$ cat config.mk
export PLATFORM = sky130hd
export DESIGN_NAME = fifo_uart_tx
export DESIGN_NICKNAME = d
export VERILOG_FILES = /design/src/rtl/fifo_uart_tx.sv
export SDC_FILE = /design/constraint.sdc
export NUM_CORES = 1
export LEC_CHECK = 0
export BUFFER_PORTS_ARGS = -buffer_cell sky130_fd_sc_hd__buf_4
export CAP_MARGIN = 5
export CORE_ASPECT_RATIO = 1.5
export CORE_MARGIN = 3
export CORE_UTILIZATION = 50
export CTS_CLUSTER_DIAMETER = 60
export DETAILED_ROUTE_END_ITERATION = 8
export GPL_TIMING_DRIVEN = 0
export PLACE_DENSITY = 0.82
export SLEW_MARGIN = 20
export SYNTH_ARGS = -nofsm -noshare
export SYNTH_HDL_FRONTEND = slang
export SYNTH_SLANG_ARGS = --single-unit
export TNS_END_PERCENT = 5
$ cat constraint.sdc
create_clock -name clk -period 2.4 [get_ports clk]
set_clock_uncertainty 0.1 [all_clocks]
set_input_delay 0.12 -clock clk [delete_from_list [all_inputs] [get_ports clk]]
set_output_delay 0.12 -clock clk [all_outputs]
set_load 0.05 [all_outputs]
$ cat src/rtl/fifo_uart_tx.sv
// FIFO-draining UART transmitter: pops one word per frame from an
// upstream FIFO and shifts it out 8N1-style with optional even parity.
module fifo_uart_tx #(
  parameter int data_width   = 8,
  parameter int clks_per_bit = 16,
  parameter bit parity_en    = 1'b0
) (
  input  logic                  clk,
  input  logic                  reset,
  output logic                  read_enable,
  input  logic [data_width-1:0] read_data,
  input  logic                  read_empty,
  output logic                  tx,
  output logic                  busy,
  output logic [15:0]           frames_sent
);

  localparam int CW = (clks_per_bit > 1) ? $clog2(clks_per_bit) : 1;
  localparam int BW = (data_width > 1) ? $clog2(data_width) : 1;
  localparam logic [CW-1:0] LAST_BAUD = CW'(clks_per_bit - 1);
  localparam logic [BW-1:0] LAST_BIT = BW'(data_width - 1);

  typedef enum logic [2:0] {
    IDLE,
    REQ,
    LOAD,
    START,
    DATA,
    PARITY,
    STOP
  } state_e;

  state_e                  state_q, state_d;
  logic [CW-1:0]           baud_q, baud_d;
  logic [BW-1:0]           bit_q, bit_d;
  logic [data_width-1:0]   shift_q, shift_d;
  logic [15:0]             frames_q, frames_d;
  logic                    tx_q, tx_d;
  logic                    re_q, re_d;
  logic                    baud_last;
  logic                    bit_last;

  always_comb begin
    state_d   = state_q;
    bit_d     = bit_q;
    shift_d   = shift_q;
    frames_d  = frames_q;
    baud_last = (baud_q == LAST_BAUD);
    bit_last  = (bit_q == LAST_BIT);
    unique case (state_q)
      IDLE: begin
        if (!read_empty) state_d = REQ;
      end
      REQ: state_d = LOAD;
      LOAD: begin
        shift_d = read_data;
        state_d = START;
      end
      START: begin
        if (baud_last) state_d = DATA;
      end
      DATA: begin
        if (baud_last) begin
          if (bit_last) begin
            bit_d   = '0;
            state_d = parity_en ? PARITY : STOP;
          end else begin
            bit_d = bit_q + BW'(1);
          end
        end
      end
      PARITY: begin
        if (baud_last) state_d = STOP;
      end
      STOP: begin
        if (baud_last) begin
          frames_d = frames_q + 16'd1;
          state_d  = read_empty ? IDLE : REQ;
        end
      end
      default: state_d = IDLE;
    endcase

    // baud count restarts at every bit boundary and state change
    if (baud_last || state_d != state_q || state_q == IDLE)
      baud_d = '0;
    else
      baud_d = baud_q + CW'(1);

    re_d = (state_d == REQ);

    unique case (state_d)
      START:   tx_d = 1'b0;
      DATA:    tx_d = shift_d[bit_d];
      PARITY:  tx_d = ^shift_d;
      default: tx_d = 1'b1;
    endcase
  end

  always_ff @(posedge clk) begin
    if (reset) begin
      state_q  <= IDLE;
      baud_q   <= '0;
      bit_q    <= '0;
      shift_q  <= '0;
      frames_q <= '0;
      tx_q     <= 1'b1;
      re_q     <= 1'b0;
    end else begin
      state_q  <= state_d;
      baud_q   <= baud_d;
      bit_q    <= bit_d;
      shift_q  <= shift_d;
      frames_q <= frames_d;
      tx_q     <= tx_d;
      re_q     <= re_d;
    end
  end

  assign read_enable = re_q;
  assign tx          = tx_q;
  assign busy        = (state_q != IDLE);
  assign frames_sent = frames_q;

endmodule

**Word-level counts from Yosys, hierarchy flattened**

Cells that the tools add are included.

- Bits in registers: 36
- Bits of input ports: 11
- Output and inout port bits: 19

- $add $sub $neg: 3
- $lt $le $gt $ge: 1
- Equality and inequality tests: 13
- Multiplexer cells: 15
- Reductions and logical operators: 7

Operators with widths:

| kind | number |
|---|---|
| 3-bit 2-to-1 mux | 9 |
| 3-bit one-hot mux with 7 select lines | 1 |
| 3-bit equality test (second input constant) | 6 |
| 16-bit by 1-bit adder with 16-bit output (second input constant) | 1 |
| 3-bit by 2-bit equality test with 1-bit output (second input constant) | 3 |
| 8-bit 2-to-1 mux | 1 |
| 8-bit parity | 1 |
| 3-bit by 1-bit equality test with 1-bit output (second input constant) | 2 |
| 4-bit by 1-bit adder with 4-bit output (second input constant) | 1 |
| 4-bit equality test (second input constant) | 1 |
| 3-bit by 4-bit less-than comparator with 1-bit output (second input constant) | 1 |
| 3-bit by 1-bit adder with 3-bit output (second input constant) | 1 |
| 1-bit binary-select mux with 3-bit select | 1 |
| 3-bit logical NOT | 1 |
| 3-bit inequality test | 1 |
| 1-bit one-hot mux with 3 select lines | 1 |
| 3-bit nonzero test | 1 |
| 1-bit logical OR | 2 |
| 1-bit 2-to-1 mux | 2 |
| 2-bit AND reduction | 1 |
| 2-bit OR reduction | 1 |

**Longest topological paths before layout**

- Depth after elaboration: 8
- Depth in mapped cells: 8
- Mapped depth without buffers: 7

**Worst setup path after synthesis**

OpenSTA, ideal clock, no wires.

- Kind: register -> register
- Start: register bit_q[0]
- End: register tx_q (netlist: tx)
- Library setup time: 0.134 ns
- Arrival time: 1.954 ns
- Data required time: 2.166 ns
- Path slack: 0.212 ns
- Stages on the path, launching flop included: 8
- Buffers on the path: 0
- Path through: dfxtp_1 ha_1 ha_1 or4_1 mux2i_1 o21ai_0 nor4_1 or4_1

- Word-level cells in the longest chain between the ends: 7
- Elaborated cells between the ends (all ways): 14

RTL lines:

| item | line | text |
|---|---|---|
| from (decl) | 35 | `logic [BW-1:0] bit_q, bit_d;` |
| from (signal assigned) | 112 | `bit_q <= bit_d;` |
| 3-bit by 1-bit adder with 3-bit output or 3-bit equality test (tied branches) | 68, 49 |  |
| 3-bit 2-to-1 mux | 64 | `if (bit_last) begin` |
| 3-bit 2-to-1 mux | 63 | `if (baud_last) begin` |
| 3-bit 2-to-1 mux | 50 | `unique case (state_q)` |
| 1-bit binary-select mux with 3-bit select | 94 | `DATA: tx_d = shift_d[bit_d];` |
| 1-bit 2-to-1 mux (implied by the code) | 94 |  |
| 1-bit one-hot mux with 3 select lines (*) | 92 | `unique case (state_d)` |
| to (signal assigned) | 115 | `tx_q <= tx_d;` |
| to (decl) | 38 | `logic tx_q, tx_d;` |

Mark *: on every way between the ends. The rest lies on a longest branch, timed or not. The select of a mux whose other input is x is not followed.
A chain may end at the register's enable or synchronous reset.

**Final worst setup path**

- Start: register baud_q[0]
- End: register tx_q (netlist: tx)

- Word-level cells in the longest chain between the ends: 6
- Elaborated cells between the ends (all ways): 14

RTL lines:

| item | line | text |
|---|---|---|
| from (decl) | 34 | `logic [CW-1:0] baud_q, baud_d;` |
| from (signal assigned) | 111 | `baud_q <= baud_d;` |
| 4-bit equality test (*) | 48 | `baud_last = (baud_q == LAST_BAUD);` |
| 3-bit 2-to-1 mux | 63 |  |
| 3-bit 2-to-1 mux | 50 |  |
| 1-bit binary-select mux with 3-bit select | 94 |  |
| 1-bit 2-to-1 mux (implied by the code) | 94 |  |
| 1-bit one-hot mux with 3 select lines (*) | 92 |  |

Marked as above.

==> reports/qor.json <==
{
  "worst_slew_margin_rel": {"value": 63.2, "unit": "%"},
  "core_region_area": {"value": 3420, "unit": "sq um"},
  "detailedPlace.worstSlack": {"value": 0.0148, "unit": "ns"},
  "worst_r2r_endpoint": {"value": "tx"},
  "ys_dominant_reg_cell": {"value": "dfxtp_1"},
  "holdCritPathClass": {"value": "in2reg"},
  "buffer_ports.inserted": {"value": 29},
  "path_max_fanout": {"value": 5},
  "synth_nets": {"value": 223},
  "timing.critical_path.from": {"value": "baud_q[0]"},
  "grt_setup_unrepaired": {"value": "yes"},
  "worst_ir_drop_vdd": {"value": 0.492, "unit": "mV"},
  "globalRouteOverflowTotal": {"value": 0},
  "cts-root-to-sink-buffers": {"value": 2},
  "critical_path_rt": {"value": 2.48, "unit": "ns"},
  "final-hold-violation-count": {"value": 0},
  "die_width": {"value": 54.8, "unit": "um"},
  "switching_power": {"value": 0.000396, "unit": "W"},
  "final_layout_size_suffix_gt1_share": {"value": 20.6, "unit": "%"},
  "setup.worst_path.start_class": {"value": "register"},
  "report.power.total": {"value": 0.00133, "unit": "W"},
  "yosysSeqAreaShare": {"value": 40.3, "unit": "%"},
  "cts_tree": {"value": "built"},
  "cts.sinks": {"value": 36},
  "power.static_leakage": {"value": 0.879, "unit": "nW"},
  "drt_iter0_drc": {"value": 26},
  "slew_viol_final": {"value": 0},
  "worstSetupEndpoint": {"value": "tx"},
  "outcome": {"value": "complete, no violations"},
  "yosys.cell_types.count": {"value": 35},
  "finalCriticalPeriod": {"value": 2.32, "unit": "ns"},
  "hpwlAfterDp": {"value": 2.74, "unit": "mm"},
  "logic_gate_share_of_total_power": {"value": 18.7, "unit": "%"},
  "cp_cell_sequence": {"value": "ha_2 > nand4_1 > or4_4 > mux2i_1 > o21ai_1 > nor4_1 > or4_1"},
  "synthArstFlopShare": {"value": 0, "unit": "%"},
  "post_synth_edffs": {"value": 0},
  "first_global_vias": {"value": 1481},
  "drt_pass1_iterations": {"value": 4},
  "post-route-period-util": {"value": 96.9, "unit": "%"},
  "setup_slack": {"value": 0.0751, "unit": "ns"},
  "critPathArrivalTime": {"value": 2.40, "unit": "ns"},
  "max_clock_freq": {"value": 430, "unit": "MHz"},
  "cts.repair_timing.setup_buffer_count": {"value": 0},
  "synth_to_layout_area_growth": {"value": 25.4, "unit": "%"},
  "power_density": {"value": 591, "unit": "nW/um^2"},
  "dpl-instance-area": {"value": 2060, "unit": "sq um"},
  "starting_density": {"value": 52.4, "unit": "%"},
  "r2r_setup_slack": {"value": 0.08, "unit": "ns"},
  "ys_seq_elements": {"value": 36},
  "drt-vias-per-instance": {"value": 5.33},
  "ctsRootBufferMaster": {"value": "clkbuf_8"},
  "place.gp.congestion": {"value": 0.840},
  "wl_per_cell": {"value": 13.4, "unit": "um"},
  "htree_levels": {"value": 2},
  "crit_slowest_cell": {"value": "or4_4"},
  "clock_power_share": {"value": 33.5, "unit": "%"},
  "internal_power": {"value": 0.000931, "unit": "W"},
  "grt_max_degree": {"value": 14},
  "slew_worst_pin": {"value": 0.552, "unit": "ns"},
  "io_pins": {"value": 30},
  "path_clk_slew": {"value": 0.08, "unit": "ns"},
  "whs_path_depth": {"value": 3},
  "cp_slowest_stage_delay": {"value": 0.50, "unit": "ns"},
  "fp-row-count": {"value": 26},
  "detail_route.drc_violations": {"value": 0},
  "grt_util_all_layers": {"value": 20.4, "unit": "%"},
  "fillers": {"value": 281},
  "skew_pair_late_insertion_delay": {"value": 0.29, "unit": "ns"},
  "finalWirelength": {"value": 3.95, "unit": "mm"},
  "synthesis.area_per_instance": {"value": 8.60, "unit": "sq um"},
  "die_area": {"value": 4350, "unit": "sq um"},
  "max_cap_viol_count": {"value": 0},
  "finalSetupViolations": {"value": 0},
  "grt_first_pass_wirelength": {"value": 6.49, "unit": "mm"},
  "critical_path_class": {"value": "reg2reg"},
  "dr_total_vias": {"value": 1567},
  "design_area": {"value": 2240, "unit": "sq um"},
  "sequentialPowerShare": {"value": 47.8, "unit": "%"},
  "reg2regPathDepth": {"value": 7},
  "fin_nets": {"value": 266},
  "hp_start": {"value": "read_data[1]"},
  "cts_buffers": {"value": 5},
  "p_sw_share": {"value": 29.9, "unit": "%"},
  "dieHeight": {"value": 79.3, "unit": "um"},
  "antennaDiodeCount": {"value": 0},
  "syn-cell-area": {"value": 1790, "unit": "sq um"},
  "synth_warn": {"value": 0},
  "synth_cells": {"value": 208},
  "antenna_violations_before_repair": {"value": 0},
  "r2r_start": {"value": "baud_q[0]"},
  "antenna_violation_net_count_after_detailed_routing": {"value": 0},
  "critPathCaptureType": {"value": "register"}
}
## logic make-up (layout without fill, tap and decap cells)
logic type               after synthesis  after routing  synth area share, %
AO/OA/AOI/OAI                         24             24                 7.41
AND/OR/NAND/NOR                       92             92                 25.9
XOR/XNOR                              22             22                 10.8
multiplexers                          16             16                 9.37
flip-flops                            36             36                 40.3
buffers and inverters                 14             58                 3.50
adder cells (fa/ha/maj)                4              4                 2.80
## placed cells by master (no fill, tap or decap), drive strengths merged, types with 3 or more instances in the layout
| master | synthesis | final |
|---|---|---|
| a21oi | 9 | 9 |
| and2 | 4 | 4 |
| and3 | 3 | 3 |
| buf | 4 | 32 |
| clkbuf | 4 | 10 |
| dfxtp | 36 | 36 |
| dlygate4sd3 | 0 | 7 |
| ha | 4 | 4 |
| inv | 6 | 6 |
| mux2 | 3 | 3 |
| mux2i | 13 | 13 |
| nand2 | 14 | 14 |
| nand3 | 6 | 6 |
| nand4 | 3 | 3 |
| nor2 | 38 | 38 |
| nor3 | 8 | 8 |
| o21ai | 10 | 10 |
| or3 | 4 | 4 |
| xnor2 | 15 | 15 |
| xor2 | 7 | 7 |
## power groups by stage
stage,sequential [W],combinational [W],clock [W]
detailed placement,0.000647,0.000229,0
global placement,0.000646,0.000225,0
finish,0.000634,0.000248,0.000445
floorplan,0.000660,0.000158,0
global route,0.000637,0.000271,0.000473
CTS,0.000633,0.000241,0.000449
## what timing repair did
| action | CTS | global route |
|---|---|---|
| hold buffers | 7 | 0 |
| hold endpoints to repair | 7 | 0 |
| endpoints found under the setup margin | 0 | 5 |
| resized for setup | 0 | 7 |
## cell usage after synthesis, types with 2 or more instances
library cell,instances,area [sq um]
a21oi_1,9,45.0
a221oi_1,2,17.5
and2_1,4,25.0
and3_1,2,12.5
and4_1,2,17.5
buf_2,2,10.0
buf_4,2,15.0
clkbuf_1,4,15.0
dfxtp_1,36,721
ha_1,4,50.1
inv_1,6,22.5
mux2_2,2,22.5
mux2i_1,13,130
nand2_1,14,52.6
nand2b_1,2,12.5
nand3_1,5,25.0
nand4_1,3,18.8
nor2_1,37,139
nor2b_1,2,12.5
nor3_1,8,40.0
nor4_1,2,12.5
o21ai_0,10,50.1
or3_1,4,25.0
or4_1,2,15.0
xnor2_1,15,131
xor2_1,7,61.3
## state kept, by name (all words and copies together) (netlist names)
name	cells
bit_q	3
frames_sent	16
read_enable	1
baud_q	4
state_q	3
tx	1
shift_q	8
## stage by stage
stage / utilization (%) / hold slack, ns / std cells / TNS, ns
6_report: 65.7 / 0.00380 / 294 / 0
3_3_place_gp: 60.3 / 0.244 / 279 / 0
4_1_cts: 65.1 / 0.0151 / 294 / 0
5_1_grt: 65.7 / 0.0241 / 294 / -0.0594
3_5_place_dp: 60.3 / 0.252 / 279 / 0
2_1_floorplan: - / 0.0999 / 208 / 0
## area by class of cell
type | count | area, sq um | area share [%]
Buffer | 8 | 42.5 | 1.90
Clock buffer | 5 | 68.8 | 3.07
Clock inverter | 3 | 23.8 | 1.06
Inverter | 6 | 22.5 | 1.00
Multi-Input combinational cell | 158 | 1020 | 45.7
Sequential cell | 36 | 721 | 32.1
Tap cell | 42 | 52.6 | 2.34
Timing Repair Buffer | 36 | 288 | 12.8
## critical path: cells and delay by family (launching register included)
kind            cells  cell delay, ns
simple gates        4            1.24
flops               1            0.38
fa+ha+maj           1            0.23
mux                 1            0.14
compound gates      1            0.13
## layer usage
| layer | vias to the layer above | share of wire [%] | global-route usage (%) |
|---|---|---|---|
| met5 | - | 0 | 0 |
| met2 | 36 | 52 | 33.8 |
| met1 | 726 | 40 | 23.6 |
| met4 | 0 | 3.2 | 9.23 |
| met3 | 15 | 4.7 | 5.07 |
| li1 | 790 | - | - |
## worst min-delay path by stage
stage,to,slack [ns]
floorplan,state_q[0],0.1
global placement,state_q[0],0.24
detailed placement,state_q[0],0.25
CTS,shift_q[0],0.02
global route,shift_q[1],0.02
finish,shift_q[1],0.004
No activity file was read; power rests on OpenSTA's default activity.
